### src/rtl/sym_serializer.sv
// sym_serializer: 8b/10b symbol serializer with running-disparity tracking.
// One holding register in front of a 10-bit shift register lets the encoder
// hand over the next symbol while the current one is still on the line, so
// back-to-back symbols leave the block with no gap bit.
// Optional: define SYM_SERIALIZER_DISP_CHECK_EN to build the sticky disp_err
// output and its disparity check logic.
module sym_serializer #(
  parameter int MSB_FIRST = 1
) (
  input  logic       clk,
  input  logic       rst_n,
  input  logic [9:0] sym_in,
  input  logic       sym_valid,
  output logic       sym_ready,
  output logic       rd,
  output logic       ser_out,
  output logic       ser_valid,
  output logic       sym_start
`ifdef SYM_SERIALIZER_DISP_CHECK_EN
  ,
  output logic       disp_err
`endif
);

  typedef enum logic {IDLE, SHIFT} state_e;

  state_e     state_q, state_d;
  logic [3:0] cnt_q, cnt_d;
  logic [9:0] hold_q, hold_d;
  logic       hold_full_q, hold_full_d;
  logic [9:0] sh_q, sh_d;
  logic       rd_q, rd_d;
  logic       ser_out_q, ser_out_d;
  logic       ser_valid_q, ser_valid_d;
  logic       sym_start_q, sym_start_d;
`ifdef SYM_SERIALIZER_DISP_CHECK_EN
  logic       disp_err_q, disp_err_d;
`endif

  logic       accept;
  logic       last_bit;
  logic       load;
  logic       take_direct;
  logic [9:0] load_sym;
  logic [3:0] ones;

  // Number of ones in a 10-bit symbol.
  function automatic logic [3:0] popcnt10(input logic [9:0] s);
    logic [3:0] n;
    n = '0;
    for (int i = 0; i < 10; i++) n = n + {3'b000, s[i]};
    return n;
  endfunction

  // Bit that goes on the line next, given the remaining symbol bits.
  function automatic logic first_bit(input logic [9:0] s);
    return (MSB_FIRST != 0) ? s[9] : s[0];
  endfunction

  // Remaining bits once first_bit() has been sent.
  function automatic logic [9:0] shift_out(input logic [9:0] s);
    return (MSB_FIRST != 0) ? {s[8:0], 1'b0} : {1'b0, s[9:1]};
  endfunction

  // Handshake: the hold slot frees up on the last bit because it reloads the shifter that edge.
  always_comb begin
    last_bit  = (state_q == SHIFT) && (cnt_q == 4'd9);
    sym_ready = !hold_full_q || last_bit;
    accept    = sym_valid && sym_ready;
    ones      = popcnt10(sym_in);
  end

  // FSM next state, hold/shift register movement and registered line outputs.
  always_comb begin
    state_d     = state_q;
    cnt_d       = cnt_q;
    hold_d      = hold_q;
    hold_full_d = hold_full_q;
    sh_d        = sh_q;
    ser_out_d   = 1'b0;
    ser_valid_d = 1'b0;
    sym_start_d = 1'b0;
    load        = 1'b0;
    take_direct = 1'b0;
    load_sym    = hold_q;

    case (state_q)
      IDLE: begin
        if (hold_full_q) begin
          load        = 1'b1;
          hold_full_d = 1'b0;
          state_d     = SHIFT;
        end
      end
      SHIFT: begin
        if (cnt_q != 4'd9) begin
          cnt_d       = cnt_q + 4'd1;
          ser_out_d   = first_bit(sh_q);
          sh_d        = shift_out(sh_q);
          ser_valid_d = 1'b1;
        end else if (hold_full_q) begin
          load        = 1'b1;
          hold_full_d = 1'b0;
        end else if (accept) begin
          // Nothing held: the incoming symbol goes straight to the shifter.
          load        = 1'b1;
          take_direct = 1'b1;
          load_sym    = sym_in;
        end else begin
          state_d = IDLE;
          cnt_d   = 4'd0;
          sh_d    = '0;
        end
      end
      default: state_d = IDLE;
    endcase

    // A load puts the first bit on the line at the same edge.
    if (load) begin
      cnt_d       = 4'd0;
      ser_out_d   = first_bit(load_sym);
      sh_d        = shift_out(load_sym);
      ser_valid_d = 1'b1;
      sym_start_d = 1'b1;
    end

    // Held hand-off and new accept may coincide: hold empties and refills on one edge.
    if (accept && !take_direct) begin
      hold_d      = sym_in;
      hold_full_d = 1'b1;
    end
  end

  // Running disparity follows the accepted symbol's weight; balanced symbols keep it.
  always_comb begin
    rd_d = rd_q;
    if (accept) begin
      if (ones > 4'd5)      rd_d = 1'b1;
      else if (ones < 4'd5) rd_d = 1'b0;
    end
  end

`ifdef SYM_SERIALIZER_DISP_CHECK_EN
  // Sticky flag for symbols that are illegal for the current disparity.
  always_comb begin
    disp_err_d = disp_err_q;
    if (accept && ((ones < 4'd4) || (ones > 4'd6) ||
                   (!rd_q && ones == 4'd4) || (rd_q && ones == 4'd6)))
      disp_err_d = 1'b1;
  end
`endif

  // State and datapath registers; reset discards anything held or in flight.
  always_ff @(posedge clk or negedge rst_n) begin
    if (!rst_n) begin
      state_q     <= IDLE;
      cnt_q       <= 4'd0;
      hold_q      <= '0;
      hold_full_q <= 1'b0;
      sh_q        <= '0;
      rd_q        <= 1'b0;
      ser_out_q   <= 1'b0;
      ser_valid_q <= 1'b0;
      sym_start_q <= 1'b0;
`ifdef SYM_SERIALIZER_DISP_CHECK_EN
      disp_err_q  <= 1'b0;
`endif
    end else begin
      state_q     <= state_d;
      cnt_q       <= cnt_d;
      hold_q      <= hold_d;
      hold_full_q <= hold_full_d;
      sh_q        <= sh_d;
      rd_q        <= rd_d;
      ser_out_q   <= ser_out_d;
      ser_valid_q <= ser_valid_d;
      sym_start_q <= sym_start_d;
`ifdef SYM_SERIALIZER_DISP_CHECK_EN
      disp_err_q  <= disp_err_d;
`endif
    end
  end

  assign rd        = rd_q;
  assign ser_out   = ser_out_q;
  assign ser_valid = ser_valid_q;
  assign sym_start = sym_start_q;
`ifdef SYM_SERIALIZER_DISP_CHECK_EN
  assign disp_err  = disp_err_q;
`endif

endmodule

### config.mk
export PLATFORM = sky130hd
export DESIGN_NAME = sym_serializer
export DESIGN_NICKNAME = d
export VERILOG_FILES = /design/src/rtl/sym_serializer.sv
export SDC_FILE = /design/constraint.sdc
export NUM_CORES = 1
export LEC_CHECK = 0
export ABC_AREA = 1
export CAP_MARGIN = 20
export CORE_MARGIN = 2
export CORE_UTILIZATION = 35
export DETAILED_ROUTE_END_ITERATION = 8
export GPL_ROUTABILITY_DRIVEN = 0
export PLACE_DENSITY_LB_ADDON = 0.3
export SLEW_MARGIN = 20
export SYNTH_ARGS = -nofsm -noshare
export SYNTH_HDL_FRONTEND = slang
export SYNTH_SLANG_ARGS = --single-unit
### constraint.sdc
create_clock -name clk -period 2.6 [get_ports clk]
set_clock_uncertainty 0.1 [all_clocks]
set_input_delay 0.39 -clock clk [delete_from_list [all_inputs] [get_ports clk]]
set_output_delay 0.39 -clock clk [all_outputs]
set_load 0.05 [all_outputs]
## Word-level counts from Yosys, hierarchy flattened

Index checks and enable logic that the tools add are counted.

- Flip-flop bits (word level): 30
- Input port bits: 13
- Output and inout port bits: 5
- Word-level logic and storage cells: 73

- $add $sub $neg: 10
- Magnitude comparators: 2
- Equality and inequality tests: 5
- Multiplexer cells: 36
- Bitwise logic cells: 1
- Reductions and logical operators: 10

Operator list:

| cell | number |
|---|---|
| $mux W10 | 9 |
| $add A4 B1 Y4 | 6 |
| $mux W4 | 5 |
| $mux W1 | 19 |
| $ne A3 B1 Y1 const B | 2 |
| $pmux W1 S2 | 3 |
| $add A3 B1 Y4 | 1 |
| $add A4 B1 Y4 const B | 1 |
| $eq A4 B4 Y1 const B | 1 |
| $gt A4 B3 Y1 const B | 1 |
| $lt A4 B3 Y1 const B | 1 |
| $ne A4 B4 Y1 const B | 1 |
| $reduce_bool A2 Y1 | 2 |
| $add A2 B1 Y3 | 1 |
| $logic_and A1 B1 Y1 | 3 |
| $ne A3 B2 Y1 const B | 1 |
| $reduce_and A3 Y1 | 1 |
| $add A1 B1 Y2 | 1 |
| $logic_not A1 Y1 | 2 |
| $reduce_and A2 Y1 | 1 |
| $logic_or A1 B1 Y1 | 1 |
| $not A1 Y1 | 1 |

## Logic depth before layout (Yosys ltp)

Gate-level depths: netlist of the first run.

- Depth after elaboration: 12
- Depth in mapped cells: 14
- Gate-level depth less buffers: 14

## Worst setup path before layout of the first run

No wires, ideal clock.

- Path type: input -> register
- Start: input port sym_in[0]
- End: register rd_q, in the netlist rd
- Library setup time: 0.118 ns
- Arrival: 2.924 ns
- Data required time: 2.382 ns
- Slack: -0.542 ns
- Stages on the path: 14
- Buffers on the path: 0
- Path through: inv_1 -> fa_1 -> fa_1 -> fa_1 -> inv_1 -> ha_1 -> inv_1 -> fa_1 -> nand2_1 -> inv_1 -> nand3_1 -> nand3_1 -> nand2_1 -> nand2_1

- Cells in the longest elaborated chain, start to end: 12
- Elaborated cells on any way between the ends: 14
- Those cells by class: add/sub: 9; order compare: 2; mux: 1; reduce/logical: 2

Ends and longest elaborated chain:

| item | line | source |
|---|---|---|
| start, declared | 12 | `input logic [9:0] sym_in,` |
| $add A1 B1 Y2 * | 51 | `for (int i = 0; i < 10; i++) n = n + {3'b000, s[i]};` |
| $add A2 B1 Y3 * | 51 |  |
| $add A3 B1 Y4 * | 51 |  |
| $add A4 B1 Y4 * (6 in a row) | 51 |  |
| $gt A4 B3 Y1 or $lt A4 B3 Y1 (tied branches) | 138, 139 |  |
| $reduce_bool A2 Y1 (no source line) | -- |  |
| $reduce_and A2 Y1 (no source line) | -- |  |
| end signal, assigned | 174 | `rd_q <= rd_d;` |
| end, declared | 32 | `logic rd_q, rd_d;` |

Mark *: on every way between the ends. The rest lies on a longest branch, timed or not.
A chain may end at the register's enable or synchronous reset.

## Worst setup path after layout of the first run

- Start: input port sym_in[5]
- End: register rd_q, in the netlist rd

- Cells in the longest elaborated chain, start to end: 8
- Elaborated cells on any way between the ends: 10
- Those cells by class: add/sub: 5; order compare: 2; mux: 1; reduce/logical: 2

Ends and longest elaborated chain:

| item | line |
|---|---|
| $add A4 B1 Y4 * (5 in a row) | 51 |
| $gt A4 B3 Y1 or $lt A4 B3 Y1 (tied branches) | 138, 139 |
| $reduce_bool A2 Y1 (no source line) | -- |
| $reduce_and A2 Y1 (no source line) | -- |

Marked as above.

==> results of run 1 <==
==> worst min-delay path by stage <==
stage | from | endpoint
after global placement | hold_q[0] | hold_q[0]
after global routing | sym_in[0] | hold_q[0]
after detailed placement | hold_q[3] | hold_q[3]
after floorplan | rst_n | cnt_q[0]
final | sym_in[0] | hold_q[0]
after CTS | sym_in[0] | hold_q[0]
==> registers in the layout, indices dropped and copies added, names as in the netlist <==
signal,cells
state_q,1
hold_q,10
cnt_q,4
ser_out,1
rd,1
hold_full_q,1
sh_q,9
sym_start,1
ser_valid,1
==> stage by stage <==
stage	worst slack [ns]	cell area [sq um]	cells	TNS, ns	power, mW
after CTS	-0.4607	2190	337	-0.4607	2.169
after global placement	-1.087	2079	327	-1.087	1.751
final	-0.4363	2197	338	-0.4363	2.152
after detailed placement	-1.129	2079	327	-1.129	1.765
after global routing	-0.5569	2197	338	-0.5569	2.391
after floorplan	-0.5382	1787	237	-0.5382	1.543
==> power groups by stage <==
stage	combinational [mW]	sequential, mW	clock [mW]
3_5_place_dp	0.991	0.774	0
6_report	1.02	0.766	0.367
3_3_place_gp	0.984	0.767	0
5_1_grt	1.19	0.797	0.408
2_1_floorplan	0.714	0.829	0
4_1_cts	1.02	0.767	0.379
==> synth_stat cells (3+ instances only) <==
cell | n | area, sq um
a21oi_1 | 8 | 40.04
nand3_1 | 17 | 85.08
dfrtp_1 | 29 | 725.7
nand4_1 | 20 | 125.1
nand2_2 | 3 | 18.77
nor2_1 | 22 | 82.58
fa_1 | 6 | 120.1
buf_2 | 6 | 30.03
o21ai_0 | 6 | 30.03
inv_2 | 4 | 15.01
nand2_1 | 54 | 202.7
inv_1 | 44 | 165.2
==> area by class of cell <==
type,count,area share (%)
multi-input cells,149,37.93
inverters,48,8.200
well taps,70,3.986
repair buffers,34,12.93
clock inverters,3,0.7973
flip-flops and latches,29,33.03
clock buffers,5,3.132
==> worst reg2reg max path, stage by stage (launching register included) <==
cell and delay [ns]:
dfrtp_1 0.41, inv_1 0.09, nand2_1 0.05, nor2_1 0.12, buf_4 0.18, nand3_1 0.33
buf_4 0.33, nand2_1 0.07, nand3_1 0.09, nand2_1 0.09
==> repair_timing <==
action / in CTS / in global routing
pin swaps: 9 / 6
buffers inserted: 2 / 1
setup endpoints to repair: 1 / 1
endpoints found under the hold margin: 0 / 0
resized for setup: 37 / 0
==> layer usage <==
layer	track usage (%)	share of wire (%)	up-vias
met3	3.704	3.8	7
met2	25.60	47	35
met1	21.51	47	682
met4	7.407	2.2	0
met5	0	0	-
li1	-	-	795
==> logic make-up (layout without fill, tap and decap cells) <==
logic type                 count (synthesis)  count (layout)  share of synthesized area, %
AOI/OAI and AO/OA                         17              17                         4.972
xor gates and xnor gates                   3               3                         1.471
adders and majority gates                  8               8                         8.123
buffers and inverters                     59              90                         13.87
DFF                                       29              29                         40.62
and+or+nand+nor                          121             121                         30.95
==> run metrics, run 1 <==
multi-input logic area 833.3 sq um; Routed WL per cell 10.84 um; Initial Util 35.66%; Worst Setup EP rd; CTS Buffer Depth 2; worst-path cell chain buf_6 > fa_1 > inv_1 > fa_1 > fa_1 > inv_1 > ha_2 > inv_2 > fa_2 > nand2_1 > inv_1 > nand3_2 > nand3_2 > nand2_1 > nand2_1; Die Y 75.45 um; Net Sw Frac 44.34%; crit-path max cell delay 0.52 ns; Reg-to-Reg End sh_q[7]; CTS Hold Bufs 0; max-cap violation count 0; Setup Viol. Count Final 1; total CTS buffers 5; Slew headroom 66.81%; Logic pwr share 47.4%; core area 5010 sq um; syn nets around 260; first-pass GRT wire length 6962 um; CP top delay family adder cells; share of cells above drive strength 1 19.40%; crit-path max FO 2; class of the most critical setup path primary input to flop; most common cell after layout, fill and taps aside nand2_1; clk sink count 29; Ant. Diodes 0; Pwr Density 979.6 nW/um^2; final net count 288; DP HPWL between 2000 and 3000 um; Seq pwr share 35.6%; sequential cell area roughly 730 sq um; Stages on worst setup path 15; RR Startpoint cnt_q[2]; average cell area after synthesis 7.539 sq um; antenna viol nets, final 0; worst hold path type primary input to flop; net switching power 0.9544 mW; Clk pwr share 17.0%; Worst EP required 2.73 ns; Final Hold Viols 0; Tightest Pin Transition approximately 0.5 ns; yosys warns 0; number of synthesized flops with an enable pin 0; Worst setup SP type primary input; CP Launch Point sym_in[5]; IO Port Bufs 17; vias in the first global route 1549; via count 1519; vias per inst between 4 and 5; Top Ports 18; post-route setup slack -0.4363 ns; final core occ ~44%; commonest non-fill, non-tap cells in the layout nand2_1 (54), inv_1 (40), dfrtp_1 (29); WHS approximately 0.26 ns; slowest library cell on the worst path fa_1; buffers plus inverters on the worst setup path 5; Die W 75.45 um; 1st-iter DRT viols roughly 110; P_leak 1.161 nW; fin crit period 3.036 ns; Die ar. between 5000 and 6000 sq um; clk root buf clkbuf_8; Critical Path AT 3.16 ns; async set or reset register ratio after synthesis 100.0%; maximum clock rate 0.3293 GHz; CTS tree yes; Worst Hold Depth 3; status finished with violations; largest net degree at the start of global routing 30; failing checks setup timing; cell count after synthesis 237; internal power 1.198 mW; WL final 3665 um; Post-Syn Area 1787 sq um; ratio of final minimum period to clock period 116.8%; r2r setup slk 0.67 ns; RSZ-0062 raised after global routing yes; synth unique cells 25; Worst Reg-to-Reg Cells 9; register area share after synthesis 40.62%; Slew Viols, Final 0; antenna violations before repair 0; Yosys reg bits 29; Filler Cells Inserted 550; Site Rows 26; Clk Latency, worst-skew pair 0.28 ns; CTS HTree Levels 2; DRC violations left 0; Layout area overhead 22.97%; GR Util All Layers 16.30%; maximum VDD drop 359.4 uV; Worst-path clk slew 0.07 ns; CP Capture Type flop; first-pass detailed-route iteration total 4; global route overflow 0; most frequently used flop master after synthesis dfrtp_1
No activity file was read; power rests on OpenSTA's default activity.
==> run 2: changes to the inputs <==
--- a/config.mk
+++ b/config.mk
@@ -12,6 +12,7 @@
 export DETAILED_ROUTE_END_ITERATION = 8
 export GPL_ROUTABILITY_DRIVEN = 0
 export PLACE_DENSITY_LB_ADDON = 0.3
+export SETUP_SLACK_MARGIN = 0.5
 export SLEW_MARGIN = 20
 export SYNTH_ARGS = -nofsm -noshare
 export SYNTH_HDL_FRONTEND = slang
==> run 2 against run 1 <==
- the flow still finishes with violations (setup timing)
- hold slack is essentially flat
- power grew 0.38%
- critical path depth is the same
- core utilization grew 0.12 points
- clock power is essentially flat
- final cell count is the same
- clock-buffer cell count is the same
==> run metrics, run 2 (same netlist as run 1, synthesis figures left out) <==
status finished with violations; failing checks setup timing; DRC violations left 0; first-pass GRT wire length 6962 um; Post-Place Cells ~330; Pwr Total 2.161 mW; maximum VDD drop 359.4 uV; share of cells above drive strength 1 between 10% and 20%; Slew Viols, Final 0; antenna violations before repair 0; Final Hold Viols 0; vias per inst 4.503; final instance area ~2200 sq um; Worst setup SP type primary input; total CTS buffers 5; placed cell area 2079 sq um; P_leak 1.162 nW; Routed WL per cell 10.83 um; CP Capture Type flop; Initial Util 35.66%; met1 usage between 20% and 30%; CTS tree yes; 1st-iter DRT viols 111; Ant. Diodes 0; via count 1522; Layout area overhead 23.32%; Site Rows 26; CTS Buffer Depth 2; met3 Use GR 3.704%; Fin Setup TNS -0.4315 ns; GR Util All Layers 16.30%; clk sink count 29; post-route insts no fill 338; Die Y 75.45 um; antenna viol nets, final 0; crit-path max FO 2; Largest Register hold_q; Setup Viol. Count Final 1; WHS 0.2645 ns; WL final between 3000 and 4000 um; Clk Latency, worst-skew pair 0.28 ns; commonest non-fill, non-tap cells in the layout nand2_1 (54), inv_1 (40), dfrtp_1 (28); worst hold path type primary input to flop; max reg flops 10; GRT Max-Usage Layer met2; ratio of final minimum period to clock period 116.6%; Worst Hold Depth 3; maximum clock rate 0.3299 GHz; largest net degree at the start of global routing 30; clk root buf clkbuf_8; global route overflow 0; class of the most critical setup path primary input to flop; Slew headroom 67.37%; post-route setup slack -0.4315 ns; first-pass detailed-route iteration total 4; vias in the first global route 1549; Tightest Pin Transition 0.4879 ns; Die W 75.45 um; DP HPWL 2731 um; biggest regs hold_q: 10 flops, sh_q: 9 flops, cnt_q: 4 flops; slowest library cell on the worst path fa_1; IO Port Bufs 17; CTS HTree Levels 2; Worst EP required 2.73 ns; RSZ-0062 raised after global routing yes; most common cell after layout, fill and taps aside nand2_1; Worst Reg-to-Reg Cells 9; Critical Path AT 3.16 ns; crit-path max cell delay between 0.5 and 0.6 ns; core area 5010 sq um; Die ar. around 5700 sq um; worst-path cell chain buf_6 > fa_1 > inv_1 > fa_1 > fa_1 > inv_1 > ha_2 > inv_2 > fa_2 > nand2_1 > inv_1 > nand3_2 > nand3_2 > nand2_1 > nand2_1; final net count 288; Top Ports 18; fin crit period 3.032 ns; Worst-path clk slew 0.07 ns; Pwr Density 980.6 nW/um^2; met2 usage 25.60%; max-cap violation count 0
run 2: metal layers:
metal / wire, um / part of all wire (%)
met5: 0 / 0
met4: 79 / 2.2
met3: 141 / 3.9
met2: 1721 / 47
met1: 1719 / 47
run 2: cell type report:
type / count / area [sq um]
Clock buffer: 5 / 68.82
Clock inverter: 3 / 17.52
Fill cell: 549 / 2806
Inverter: 48 / 180.2
Multi-Input combinational cell: 149 / 838.3
Sequential cell: 29 / 726.9
Tap cell: 70 / 87.58
Timing Repair Buffer: 34 / 284.0
run 2: timing repair:
action / CTS / global route
pin swaps: 9 / 6
gates resized for setup: 37 / 2
endpoints found under the setup margin: 2 / 7
hold buffers: 0 / 0
setup buffers: 2 / 1
run 2: power by group:
| part | total, mW | internal (mW) | leakage, nW | switching (mW) |
|---|---|---|---|---|
| clock | 0.367 | 0.184 | 0.0439 | 0.183 |
| sequential | 0.770 | 0.642 | 0.361 | 0.129 |
| combinational | 1.02 | 0.377 | 0.757 | 0.647 |
run 2: stage by stage:
step / setup WS (ns) / util (%)
global placement: -1.087 / 41.51
finish: -0.4315 / 43.98
CTS: -0.4607 / 43.71
detailed placement: -1.129 / 41.51
floorplan: -0.5382 / -
global route: -0.5513 / 43.98
run 2: worst max-delay path, delay by kind of cell:
kind,cells,cell delay (ns)
buf+inv,5,0.32
simple gates,5,0.33
fa+ha+maj,5,2.14
run 2: final timing paths:
check / start / slack, ns / end
min in group asynchronous: rst_n / 0.38 / rd
worst min-delay path: sym_in[0] / 0.26 / hold_q[0]
worst min register to register: hold_q[3] / 0.37 / hold_q[3]
worst max register to register: cnt_q[2] / 0.68 / sh_q[7]
max in group asynchronous: rst_n / 1.73 / state_q
worst max-delay path: sym_in[5] / -0.43 / rd
